==> src/rtl/rdata_bus_if.sv <==
// -----------------------------------------------------------------------------
// rdata_bus_if
// Groups the requester handshake and the shared read-bus signals of the
// round-robin read scheduler into one bundle.
//
//   req        requester -> scheduler   per-requester read request
//   req_addr   requester -> scheduler   packed addresses, requester i at [i*ADDR_W +: ADDR_W]
//   gnt        scheduler -> requester   one-hot acceptance pulse
//   rsp_valid  scheduler -> requester   one-hot response pulse
//   rsp_rdata  scheduler -> requester   returned read data (held between responses)
//   rsp_err    scheduler -> requester   qualifies rsp_valid: access timed out
//   bus_addr   scheduler -> read mux    address to decoder/read mux
//   bus_ren    scheduler -> read mux    read enable
//   bus_ready  read mux  -> scheduler   bus_rdata valid this cycle
//   bus_rdata  read mux  -> scheduler   data from the read mux
//
// Modports:
//   master : the scheduler's view (it masters the shared read bus)
//   slave  : the environment's view (requesters plus the read mux)
// -----------------------------------------------------------------------------
interface rdata_bus_if #(
    parameter int NUM_REQ = 4,
    parameter int ADDR_W  = 32
);
    logic [NUM_REQ-1:0]        req;
    logic [NUM_REQ*ADDR_W-1:0] req_addr;
    logic [NUM_REQ-1:0]        gnt;
    logic [NUM_REQ-1:0]        rsp_valid;
    logic [31:0]               rsp_rdata;
    logic                      rsp_err;
    logic [ADDR_W-1:0]         bus_addr;
    logic                      bus_ren;
    logic                      bus_ready;
    logic [31:0]               bus_rdata;

    modport master (
        input  req, req_addr, bus_ready, bus_rdata,
        output gnt, rsp_valid, rsp_rdata, rsp_err, bus_addr, bus_ren
    );

    modport slave (
        output req, req_addr, bus_ready, bus_rdata,
        input  gnt, rsp_valid, rsp_rdata, rsp_err, bus_addr, bus_ren
    );
endinterface

==> src/rtl/rdata_bus_scheduler.sv <==
// -----------------------------------------------------------------------------
// rdata_bus_scheduler
// Round-robin scheduler sharing one register read bus among NUM_REQ
// requesters. One requester is granted at a time; its address is latched and
// driven with bus_ren until the read mux answers with bus_ready, then the
// captured data is returned with a one-cycle one-hot rsp_valid pulse.
//
// Ports:
//   clk   rising-edge clock
//   rst   synchronous active-high reset
//   bus   rdata_bus_if.master (req/req_addr/gnt/rsp_* to requesters,
//         bus_addr/bus_ren/bus_ready/bus_rdata to the read mux)
//
// Parameters: NUM_REQ (2..8), ADDR_W, TIMEOUT_CYCLES.
//
// Optional feature macro: RDATA_TIMEOUT_EN
//   defined   : an access that sees no bus_ready for TIMEOUT_CYCLES ACCESS
//               cycles is aborted and answered with 32'hBAD0_BAD0, rsp_err=1
//   undefined : ACCESS waits indefinitely, rsp_err is tied low
// -----------------------------------------------------------------------------
module rdata_bus_scheduler #(
    parameter int NUM_REQ        = 4,
    parameter int ADDR_W         = 32,
    parameter int TIMEOUT_CYCLES = 16
) (
    input  logic          clk,
    input  logic          rst,
    rdata_bus_if.master   bus
);
    localparam int IDX_W = (NUM_REQ > 1) ? $clog2(NUM_REQ) : 1;
    localparam logic [NUM_REQ-1:0] ONE_HOT0 = {{(NUM_REQ-1){1'b0}}, 1'b1};

    typedef enum logic [1:0] {
        ST_IDLE   = 2'd0,
        ST_ACCESS = 2'd1,
        ST_RESP   = 2'd2
    } state_t;

    state_t              state_q, state_d;
    logic [IDX_W-1:0]    last_grant_q, last_grant_d;
    logic [IDX_W-1:0]    winner_q, winner_d;
    logic [NUM_REQ-1:0]  gnt_q, gnt_d;
    logic [NUM_REQ-1:0]  rsp_valid_q, rsp_valid_d;
    logic [31:0]         rsp_rdata_q, rsp_rdata_d;
    logic [ADDR_W-1:0]   bus_addr_q, bus_addr_d;
    logic                bus_ren_q, bus_ren_d;

    logic [IDX_W-1:0]    pick_s;
    logic                pick_valid_s;
    logic [IDX_W-1:0]    cand_s;
    logic [ADDR_W-1:0]   addr_arr_s [NUM_REQ];

`ifdef RDATA_TIMEOUT_EN
    localparam int CNT_W = (TIMEOUT_CYCLES > 2) ? $clog2(TIMEOUT_CYCLES) : 1;
    localparam logic [CNT_W-1:0] TO_LAST = CNT_W'(TIMEOUT_CYCLES - 1);
    localparam logic [31:0]      TO_DATA = 32'hBAD0_BAD0;

    logic [CNT_W-1:0]    to_cnt_q, to_cnt_d;
    logic                rsp_err_q, rsp_err_d;
`endif

    // Unpack the flat requester address bus into an indexable array.
    always_comb begin
        for (int i = 0; i < NUM_REQ; i++) begin
            addr_arr_s[i] = bus.req_addr[i*ADDR_W +: ADDR_W];
        end
    end

    // Round-robin pick: scan from the farthest candidate back to the nearest
    // so the last hit is the first set bit after last_grant (wrapping).
    always_comb begin
        pick_s       = last_grant_q;
        pick_valid_s = 1'b0;
        cand_s       = last_grant_q;
        for (int off = NUM_REQ; off >= 1; off--) begin
            cand_s       = IDX_W'((int'(last_grant_q) + off) % NUM_REQ);
            pick_s       = bus.req[cand_s] ? cand_s : pick_s;
            pick_valid_s = bus.req[cand_s] | pick_valid_s;
        end
    end

    // Next-state and registered-output computation for IDLE/ACCESS/RESP.
    always_comb begin
        state_d      = state_q;
        last_grant_d = last_grant_q;
        winner_d     = winner_q;
        gnt_d        = '0;
        rsp_valid_d  = '0;
        rsp_rdata_d  = rsp_rdata_q;
        bus_addr_d   = bus_addr_q;
        bus_ren_d    = 1'b0;
`ifdef RDATA_TIMEOUT_EN
        to_cnt_d     = to_cnt_q;
        rsp_err_d    = 1'b0;
`endif
        case (state_q)
            ST_IDLE: begin
                if (pick_valid_s) begin
                    state_d    = ST_ACCESS;
                    winner_d   = pick_s;
                    gnt_d      = ONE_HOT0 << pick_s;
                    bus_addr_d = addr_arr_s[pick_s];
                    bus_ren_d  = 1'b1;
`ifdef RDATA_TIMEOUT_EN
                    to_cnt_d   = '0;
`endif
                end else begin
                    state_d    = ST_IDLE;
                end
            end
            ST_ACCESS: begin
                // A ready on the final allowed cycle still counts as a normal
                // completion, so it is tested before the timeout.
                if (bus.bus_ready) begin
                    rsp_rdata_d = bus.bus_rdata;
                    rsp_valid_d = ONE_HOT0 << winner_q;
                    state_d     = ST_RESP;
                end
`ifdef RDATA_TIMEOUT_EN
                else if (to_cnt_q == TO_LAST) begin
                    rsp_rdata_d = TO_DATA;
                    rsp_err_d   = 1'b1;
                    rsp_valid_d = ONE_HOT0 << winner_q;
                    state_d     = ST_RESP;
                end else begin
                    to_cnt_d    = to_cnt_q + CNT_W'(1);
                    bus_ren_d   = 1'b1;
                end
`else
                else begin
                    bus_ren_d   = 1'b1;
                end
`endif
            end
            ST_RESP: begin
                last_grant_d = winner_q;
                state_d      = ST_IDLE;
            end
            default: begin
                state_d = ST_IDLE;
            end
        endcase
    end

    // State and output registers with synchronous reset.
    always_ff @(posedge clk) begin
        if (rst) begin
            state_q      <= ST_IDLE;
            last_grant_q <= IDX_W'(NUM_REQ - 1);
            winner_q     <= '0;
            gnt_q        <= '0;
            rsp_valid_q  <= '0;
            rsp_rdata_q  <= 32'h0;
            bus_addr_q   <= '0;
            bus_ren_q    <= 1'b0;
`ifdef RDATA_TIMEOUT_EN
            to_cnt_q     <= '0;
            rsp_err_q    <= 1'b0;
`endif
        end else begin
            state_q      <= state_d;
            last_grant_q <= last_grant_d;
            winner_q     <= winner_d;
            gnt_q        <= gnt_d;
            rsp_valid_q  <= rsp_valid_d;
            rsp_rdata_q  <= rsp_rdata_d;
            bus_addr_q   <= bus_addr_d;
            bus_ren_q    <= bus_ren_d;
`ifdef RDATA_TIMEOUT_EN
            to_cnt_q     <= to_cnt_d;
            rsp_err_q    <= rsp_err_d;
`endif
        end
    end

    assign bus.gnt       = gnt_q;
    assign bus.rsp_valid = rsp_valid_q;
    assign bus.rsp_rdata = rsp_rdata_q;
    assign bus.bus_addr  = bus_addr_q;
    assign bus.bus_ren   = bus_ren_q;
`ifdef RDATA_TIMEOUT_EN
    assign bus.rsp_err   = rsp_err_q;
`else
    assign bus.rsp_err   = 1'b0;
`endif

endmodule

==> src/flat_wrapper.sv <==
// flat-port wrapper written by rule: the top's interface ports become plain ports
module rdata_bus_scheduler_flat 
#(
    parameter int NUM_REQ        = 4,
    parameter int ADDR_W         = 32,
    parameter int TIMEOUT_CYCLES = 16
)
  (clk, rst, bus_req, bus_req_addr, bus_bus_ready, bus_bus_rdata, bus_gnt, bus_rsp_valid, bus_rsp_rdata, bus_rsp_err, bus_bus_addr, bus_bus_ren);
  rdata_bus_if #(.NUM_REQ(NUM_REQ), .ADDR_W(ADDR_W)) bus_i ();
  input  logic clk;
  input  logic rst;
  input wire logic [$bits(bus_i.req)-1:0] bus_req;
  input wire logic [$bits(bus_i.req_addr)-1:0] bus_req_addr;
  input wire logic [$bits(bus_i.bus_ready)-1:0] bus_bus_ready;
  input wire logic [$bits(bus_i.bus_rdata)-1:0] bus_bus_rdata;
  output wire logic [$bits(bus_i.gnt)-1:0] bus_gnt;
  output wire logic [$bits(bus_i.rsp_valid)-1:0] bus_rsp_valid;
  output wire logic [$bits(bus_i.rsp_rdata)-1:0] bus_rsp_rdata;
  output wire logic [$bits(bus_i.rsp_err)-1:0] bus_rsp_err;
  output wire logic [$bits(bus_i.bus_addr)-1:0] bus_bus_addr;
  output wire logic [$bits(bus_i.bus_ren)-1:0] bus_bus_ren;
  assign bus_i.req = bus_req;
  assign bus_i.req_addr = bus_req_addr;
  assign bus_i.bus_ready = bus_bus_ready;
  assign bus_i.bus_rdata = bus_bus_rdata;
  assign bus_gnt = bus_i.gnt;
  assign bus_rsp_valid = bus_i.rsp_valid;
  assign bus_rsp_rdata = bus_i.rsp_rdata;
  assign bus_rsp_err = bus_i.rsp_err;
  assign bus_bus_addr = bus_i.bus_addr;
  assign bus_bus_ren = bus_i.bus_ren;
  rdata_bus_scheduler #(.NUM_REQ(NUM_REQ), .ADDR_W(ADDR_W), .TIMEOUT_CYCLES(TIMEOUT_CYCLES)) u_core (.clk(clk), .rst(rst), .bus(bus_i));
endmodule
==> config.mk <==
export PLATFORM = sky130hd
export DESIGN_NAME = rdata_bus_scheduler_flat
export DESIGN_NICKNAME = d
export VERILOG_FILES = /design/src/rtl/rdata_bus_if.sv /design/src/rtl/rdata_bus_scheduler.sv /design/src/flat_wrapper.sv
export SDC_FILE = /design/constraint.sdc
export NUM_CORES = 1
export LEC_CHECK = 0
export CAP_MARGIN = 10
export CORE_AREA = 2 2 94 96
export DETAILED_ROUTE_END_ITERATION = 8
export DIE_AREA = 0 0 96 98
export DONT_BUFFER_PORTS = 1
export SLEW_MARGIN = 20
export SYNTH_ARGS = -nofsm -noshare
export SYNTH_HDL_FRONTEND = slang
export SYNTH_SLANG_ARGS = --single-unit
==> constraint.sdc <==
create_clock -name clk -period 2.3 [get_ports clk]
set_input_delay 0.69 -clock clk [delete_from_list [all_inputs] [get_ports clk]]
set_output_delay 0.69 -clock clk [all_outputs]
set_load 0.005 [all_outputs]
## Yosys cells after proc, flatten, opt, wreduce, memory -nomap -nowiden

Cells that the tools add are included.

- Register bits: 79
- Logic and storage cells: 56

- Bitwise gates (word level): 8
- Shift operators: 2
- Magnitude comparators: 5
- Equality and inequality tests: 3
- Add/subtract/negate cells: 4
- Reduce and logical (&&, ||, !) cells: 5
- Mux-type cells: 21

Operators with widths:

| kind | number |
|---|---|
| $bmux W32 S2 | 1 |
| $mux W32 | 2 |
| $lt A2 B3 Y1 const B | 4 |
| $mux W2 | 5 |
| $bmux W1 S2 | 4 |
| $shl A1 B2 Y4 const A | 2 |
| $mux W1 | 7 |
| $reduce_or A3 Y1 | 2 |
| $add A2 B1 Y2 const B | 2 |
| $add A2 B2 Y2 const B | 2 |
| $not A1 Y1 | 4 |
| $pmux W2 S2 | 1 |
| $reduce_and A2 Y1 | 2 |
| $ge A3 B3 Y1 const B | 1 |
| $not A2 Y3 | 1 |
| $or A1 B1 Y1 | 3 |
| $eq A2 B1 Y1 const B | 1 |
| $eq A2 B2 Y1 const B | 1 |
| $logic_not A2 Y1 | 1 |
| $ne A2 B2 Y1 const B | 1 |
| $pmux W1 S2 | 1 |

## Logic depth before layout (Yosys ltp)

- Depth after elaboration: 11
- Depth in mapped cells: 8
- Depth with buffers taken out: 5

## Worst setup path before layout

Ideal clock, no wire load.

- Path type: input -> register
- From: in bus_req[3]
- To: reg u_core.bus_addr_q[23] (netlist: u_core.bus.bus_addr[23])
- Data arrival time: 1.847 ns
- Buffers on the path: 2
- Data required time: 2.176 ns
- Cell stages on the path: 7
- Slack: 0.329 ns
- Cells stage by stage: nor2b_1 o21a_1 nor3_2 buf_6 buf_6 mux2i_1 o211ai_2

- Cells in the longest elaborated chain, start to end: 10
- Elaborated cells between the ends (all ways): 20

Ends and longest elaborated chain:

| element | RTL line | source |
|---|---|---|
| start, declared | flat_wrapper.sv:12 | `input wire logic [$bits(bus_i.req)-1:0] bus_req;` |
| $bmux W1 S2 | rdata_bus_scheduler.sv:77, rdata_bus_scheduler.sv:78 |  |
| $mux W1 (not written as such) | rdata_bus_scheduler.sv:77, rdata_bus_scheduler.sv:78 |  |
| $mux W2 (4 in series) | rdata_bus_scheduler.sv:77 | `pick_s = bus.req[cand_s] ? cand_s : pick_s;` |
| $not A2 Y3 (not written as such) | rdata_bus_scheduler.sv:102 | `bus_addr_d = addr_arr_s[pick_s];` |
| $bmux W32 S2 | rdata_bus_scheduler.sv:102 |  |
| $mux W32 (not written as such) (2 in series) | rdata_bus_scheduler.sv:102 |  |
| end signal, assigned | rdata_bus_scheduler.sv:167 | `bus_addr_q <= bus_addr_d;` |
| end, declared | rdata_bus_scheduler.sv:45 | `logic [ADDR_W-1:0] bus_addr_q, bus_addr_d;` |

Several ways; a longest one is shown, not always the timed one. The select of a mux whose other input is x is not followed.
A chain may end at the register's enable or synchronous reset.

## Worst setup path in the final report

- From: reg u_core.last_grant_q[0]
- To: reg u_core.bus_addr_q[1] (netlist: u_core.bus.bus_addr[1])

- Cells in the longest elaborated chain, start to end: 11
- Elaborated cells between the ends (all ways): 24

Ends and longest elaborated chain:

| element | RTL line | source |
|---|---|---|
| start, declared | rdata_bus_scheduler.sv:40 | `logic [IDX_W-1:0] last_grant_q, last_grant_d;` |
| start signal, assigned | rdata_bus_scheduler.sv:149 | `last_grant_q <= IDX_W'(NUM_REQ - 1);` |
| start signal, assigned | rdata_bus_scheduler.sv:162 | `last_grant_q <= last_grant_d;` |
| $add A2 B1 Y2 | rdata_bus_scheduler.sv:76 | `cand_s = IDX_W'((int'(last_grant_q) + off) % NUM_REQ);` |
| $bmux W1 S2 | rdata_bus_scheduler.sv:77, rdata_bus_scheduler.sv:78 |  |
| $mux W1 (not written as such) | rdata_bus_scheduler.sv:77, rdata_bus_scheduler.sv:78 |  |
| $mux W2 (4 in series) | rdata_bus_scheduler.sv:77 |  |
| $not A2 Y3 (not written as such) | rdata_bus_scheduler.sv:102 |  |
| $bmux W32 S2 | rdata_bus_scheduler.sv:102 |  |
| $mux W32 (not written as such) (2 in series) | rdata_bus_scheduler.sv:102 |  |

Several ways; a longest one is shown, not always the timed one. The select of a mux whose other input is x is not followed.

==> metrics.yaml <==
clock_network:
  cts_inserted_buffers: 9
  cts_hold_buffers: 0
  path_clk_slew_ps: 100
  clock_latency_ps: 350
  cts_tree: "done"
  htree_num_levels: 3
  buffers_from_clock_root_to_sink_at_most: 2
  clock_sinks: 79
  post_cts_resized: 0
  cts-root-buf: "sky130_fd_sc_hd__clkbuf_8"
  cts.repair_timing.setup_buffer_count: 0
floorplanning:
  num_io_pins: 241
  area_of_the_core_sq_mm: 0.00847
  floorplan.die_area_sq_mm: 0.00941
  initial_utilization_pct: 48.2
  die-height_microns: 98
  core.rowCount: 34
  die_width_microns: 96
yosys:
  synth-simple-area-share_pct: 18.9
  seq_area_frac_synth_pct: 38.8
  ys_ff_latch: 79
  synth.area.mux_share_pct: 8.83
  synthesis.area_per_instance_sq_um: 8.77
  post_synthesis_cell_count: 465
  synth_common_cells: "sky130_fd_sc_hd__nand2_1 (100), sky130_fd_sc_hd__dfxtp_1 (79), sky130_fd_sc_hd__mux2i_1 (36)"
  synthesis.nets: 632
  ys.flop_type: "sky130_fd_sc_hd__dfxtp_1"
  synth_largest_area_cell: "sky130_fd_sc_hd__dfxtp_1"
  post_synth_adder_cell_area_pct: 0
  synth_cell_type_count: 39
  netlist_top_cells_area: "sky130_fd_sc_hd__dfxtp_1 (39%), sky130_fd_sc_hd__nand2_1 (9.2%), sky130_fd_sc_hd__mux2i_1 (8.8%)"
  synthDominantCellAreaShare_pct: 38.8
  compound_cell_area_share_of_the_yosys_netlist_pct: 27.0
  synth_enable_flop_cells: 0
  synth_most_common_cell: "sky130_fd_sc_hd__nand2_1"
  combinational_family_with_the_most_area_after_synthesis: "compound AO/OA/AOI/OAI gates"
  synth_xor_area_share_pct: 0
  number_of_warnings_reported_in_the_yosys_synthesis_log: 0
  post_synth_instance_area_sq_mm: 0.00408
  synth_async_sr_flop_share_pct: 0
sta:
  maxClockFrequency_mhz: 521
  finalSetupViolations: 0
  slew-limit-headroom_pct: 55.0
  fin_crit_ps: 1920
  setup-tns-final_ps: 0
  tightestPinTransition_ps: 675
  fin_crit_sh_pct: 83.5
  finalHoldViolations: 0
  final-max-slew-violation-count: 0
  clock-skew-final_ps: 9.44
  unrepaired_setup_endpoints_after_global_routing: "false"
cells_and_area:
  post-route-util_pct: 52.2
  design.final.nets: 616
  final_layout_size_suffix_gt1_share_pct: 16.5
  final_area_sq_mm: 0.00442
  antenna-diode-count: 0
  final_cell_count_no_fill: 562
  area_growth_pct: 8.31
worst_setup_path:
  setup.worst_path.end: "u_core.bus.bus_addr[1]"
  worst_setup_path_end_kind: "flop"
  ff2ff_path_depth: 6
  critPathRequiredTime_ps: 2570
  worst_reg2reg_startpoint: "u_core.last_grant_q[0]"
  r2r_end: "u_core.bus.bus_addr[1]"
  timing.critical_path.from_type: "flop"
  rrSetupSlack_ps: 380
  crit_start: "u_core.last_grant_q[0]"
  signal_arrival_time_at_the_worst_endpoint_ps: 2190
  setup.worst_path.class: "reg2reg"
  worst-path-max-fanout: 14
global_routing:
  global_route_wire_length_before_repair_microns: 16600
  grt.overflow.total: 0
  initial_antenna_violation_count: 0
  grt_util_all_layers_pct: 22.6
  grt_pass1_vias: 3363
  pin_count_of_the_biggest_net_entering_global_routing: 44
placed_design:
  placed_cells: 546
  place_hpwl_microns: 8120
  place_area_sq_mm: 0.00421
  port_buffers: 0
  gpl.final_weighted_congestion: 0.754
detailed_routing:
  drt-initial-drc-count: 126
  first_pass_iters: 6
  drcViolationCount: 0
  avgRoutedWirePerCell_microns: 20.0
  via_per_inst: 6.26
  finalWirelength_microns: 11200
  postRouteAntennaNets: 0
  route.vias.total: 3518
power_and_ir_drop:
  worst_ir_drop_vdd_mv: 0.427
  power.density_cell_area_mw_per_mm2: 715
  power.leakage_uw: 0.00176
min_path:
  worst_hold_path_type: "in2reg"
  worst_hold_startpoint: "rst"
run_status:
  status: "finished clean"
run:
  max-cap-violations: 0
[worst max-delay path: stages (launching register included)]
cell                       delay [ps]
sky130_fd_sc_hd__dfxtp_1          410
sky130_fd_sc_hd__nand2b_1         150
sky130_fd_sc_hd__o21ai_0          100
sky130_fd_sc_hd__o21ai_2          550
sky130_fd_sc_hd__nand2_2          160
sky130_fd_sc_hd__buf_4            260
sky130_fd_sc_hd__o211ai_1         200
[layer usage]
metal,share of wire [%],up-vias,track usage [%]
met1,38,1629,25.6
met5,0,-,0
met3,11,18,9.26
met2,49,193,38.0
met4,1.6,0,7.47
li1,-,1678,-
[where the power goes]
part           internal, uW  switching, uW  leakage (uW)
combinational           240            300       0.00101
sequential             1480           88.0      0.000647
clock                   437            617      0.000104
[registers in the layout (all words and copies together), names as in the netlist]
register	flops
u_core.winner_q	2
u_core.bus.rsp_valid	4
u_core.bus.gnt	4
u_core.last_grant_q	2
u_core.bus.bus_ren	1
u_core.state_q	2
u_core.bus.bus_addr	32
u_core.bus.rsp_rdata	32
[worst min-delay path by stage]
stage | endpoint | slack [ps] | cells past startpoint
finish | u_core.bus.rsp_rdata[28] | 390 | 1
global route | u_core.bus.rsp_rdata[26] | 360 | 1
CTS | u_core.bus.rsp_rdata[24] | 370 | 1
detailed placement | u_core.bus.rsp_rdata[20] | 460 | 2
global placement | u_core.bus.rsp_rdata[10] | 460 | 2
floorplan | u_core.bus.rsp_valid[2] | 440 | 1
[layout by cell type (no fill, tap or decap), types with 2 or more instances in the layout]
cell type	netlist	layout
sky130_fd_sc_hd__nand2_1	100	100
sky130_fd_sc_hd__dfxtp_1	79	79
sky130_fd_sc_hd__mux2i_1	36	36
sky130_fd_sc_hd__a21oi_1	32	32
sky130_fd_sc_hd__nand4_1	31	31
sky130_fd_sc_hd__o31ai_1	31	31
sky130_fd_sc_hd__a211o_1	31	31
sky130_fd_sc_hd__o211ai_2	27	27
sky130_fd_sc_hd__buf_4	7	16
sky130_fd_sc_hd__nor2_1	11	10
sky130_fd_sc_hd__clkbuf_8	0	9
sky130_fd_sc_hd__nand2b_1	6	6
sky130_fd_sc_hd__buf_12	0	6
sky130_fd_sc_hd__o211ai_1	4	4
sky130_fd_sc_hd__o21ai_0	3	3
sky130_fd_sc_hd__nor3_1	3	3
sky130_fd_sc_hd__inv_6	0	3
sky130_fd_sc_hd__nor2b_1	2	2
sky130_fd_sc_hd__o21ai_2	1	2
sky130_fd_sc_hd__and2_1	1	2
sky130_fd_sc_hd__inv_8	0	2
sky130_fd_sc_hd__clkinv_8	0	2
[stage by stage]
stage          hold WS, ps  power, uW  setup WS [ps]
2_1_floorplan          440       2020            329
3_3_place_gp           458       2130            154
3_5_place_dp           464       2140            115
4_1_cts                365       3200            353
5_1_grt                356       3320            272
6_report               386       3160            381
[cell families (layout without fill, tap and decap cells)]
group,count (synthesis),after routing
buffers and inverters,49,38
DFF,79,79
AOI/OAI and AO/OA,135,135
muxes,36,36
and+or+nand+nor,165,165
other,1,1
[area by class of cell]
type                            instances  area, sq um
Multi-Input combinational cell        337         2260
Clock inverter                          7         81.3
Fill cell                             828         4050
Sequential cell                        79         1580
Clock buffer                            9          124
Timing Repair Buffer                   22          240
Tap cell                              108          135
Note: power is estimated with default switching activity, not from simulation.
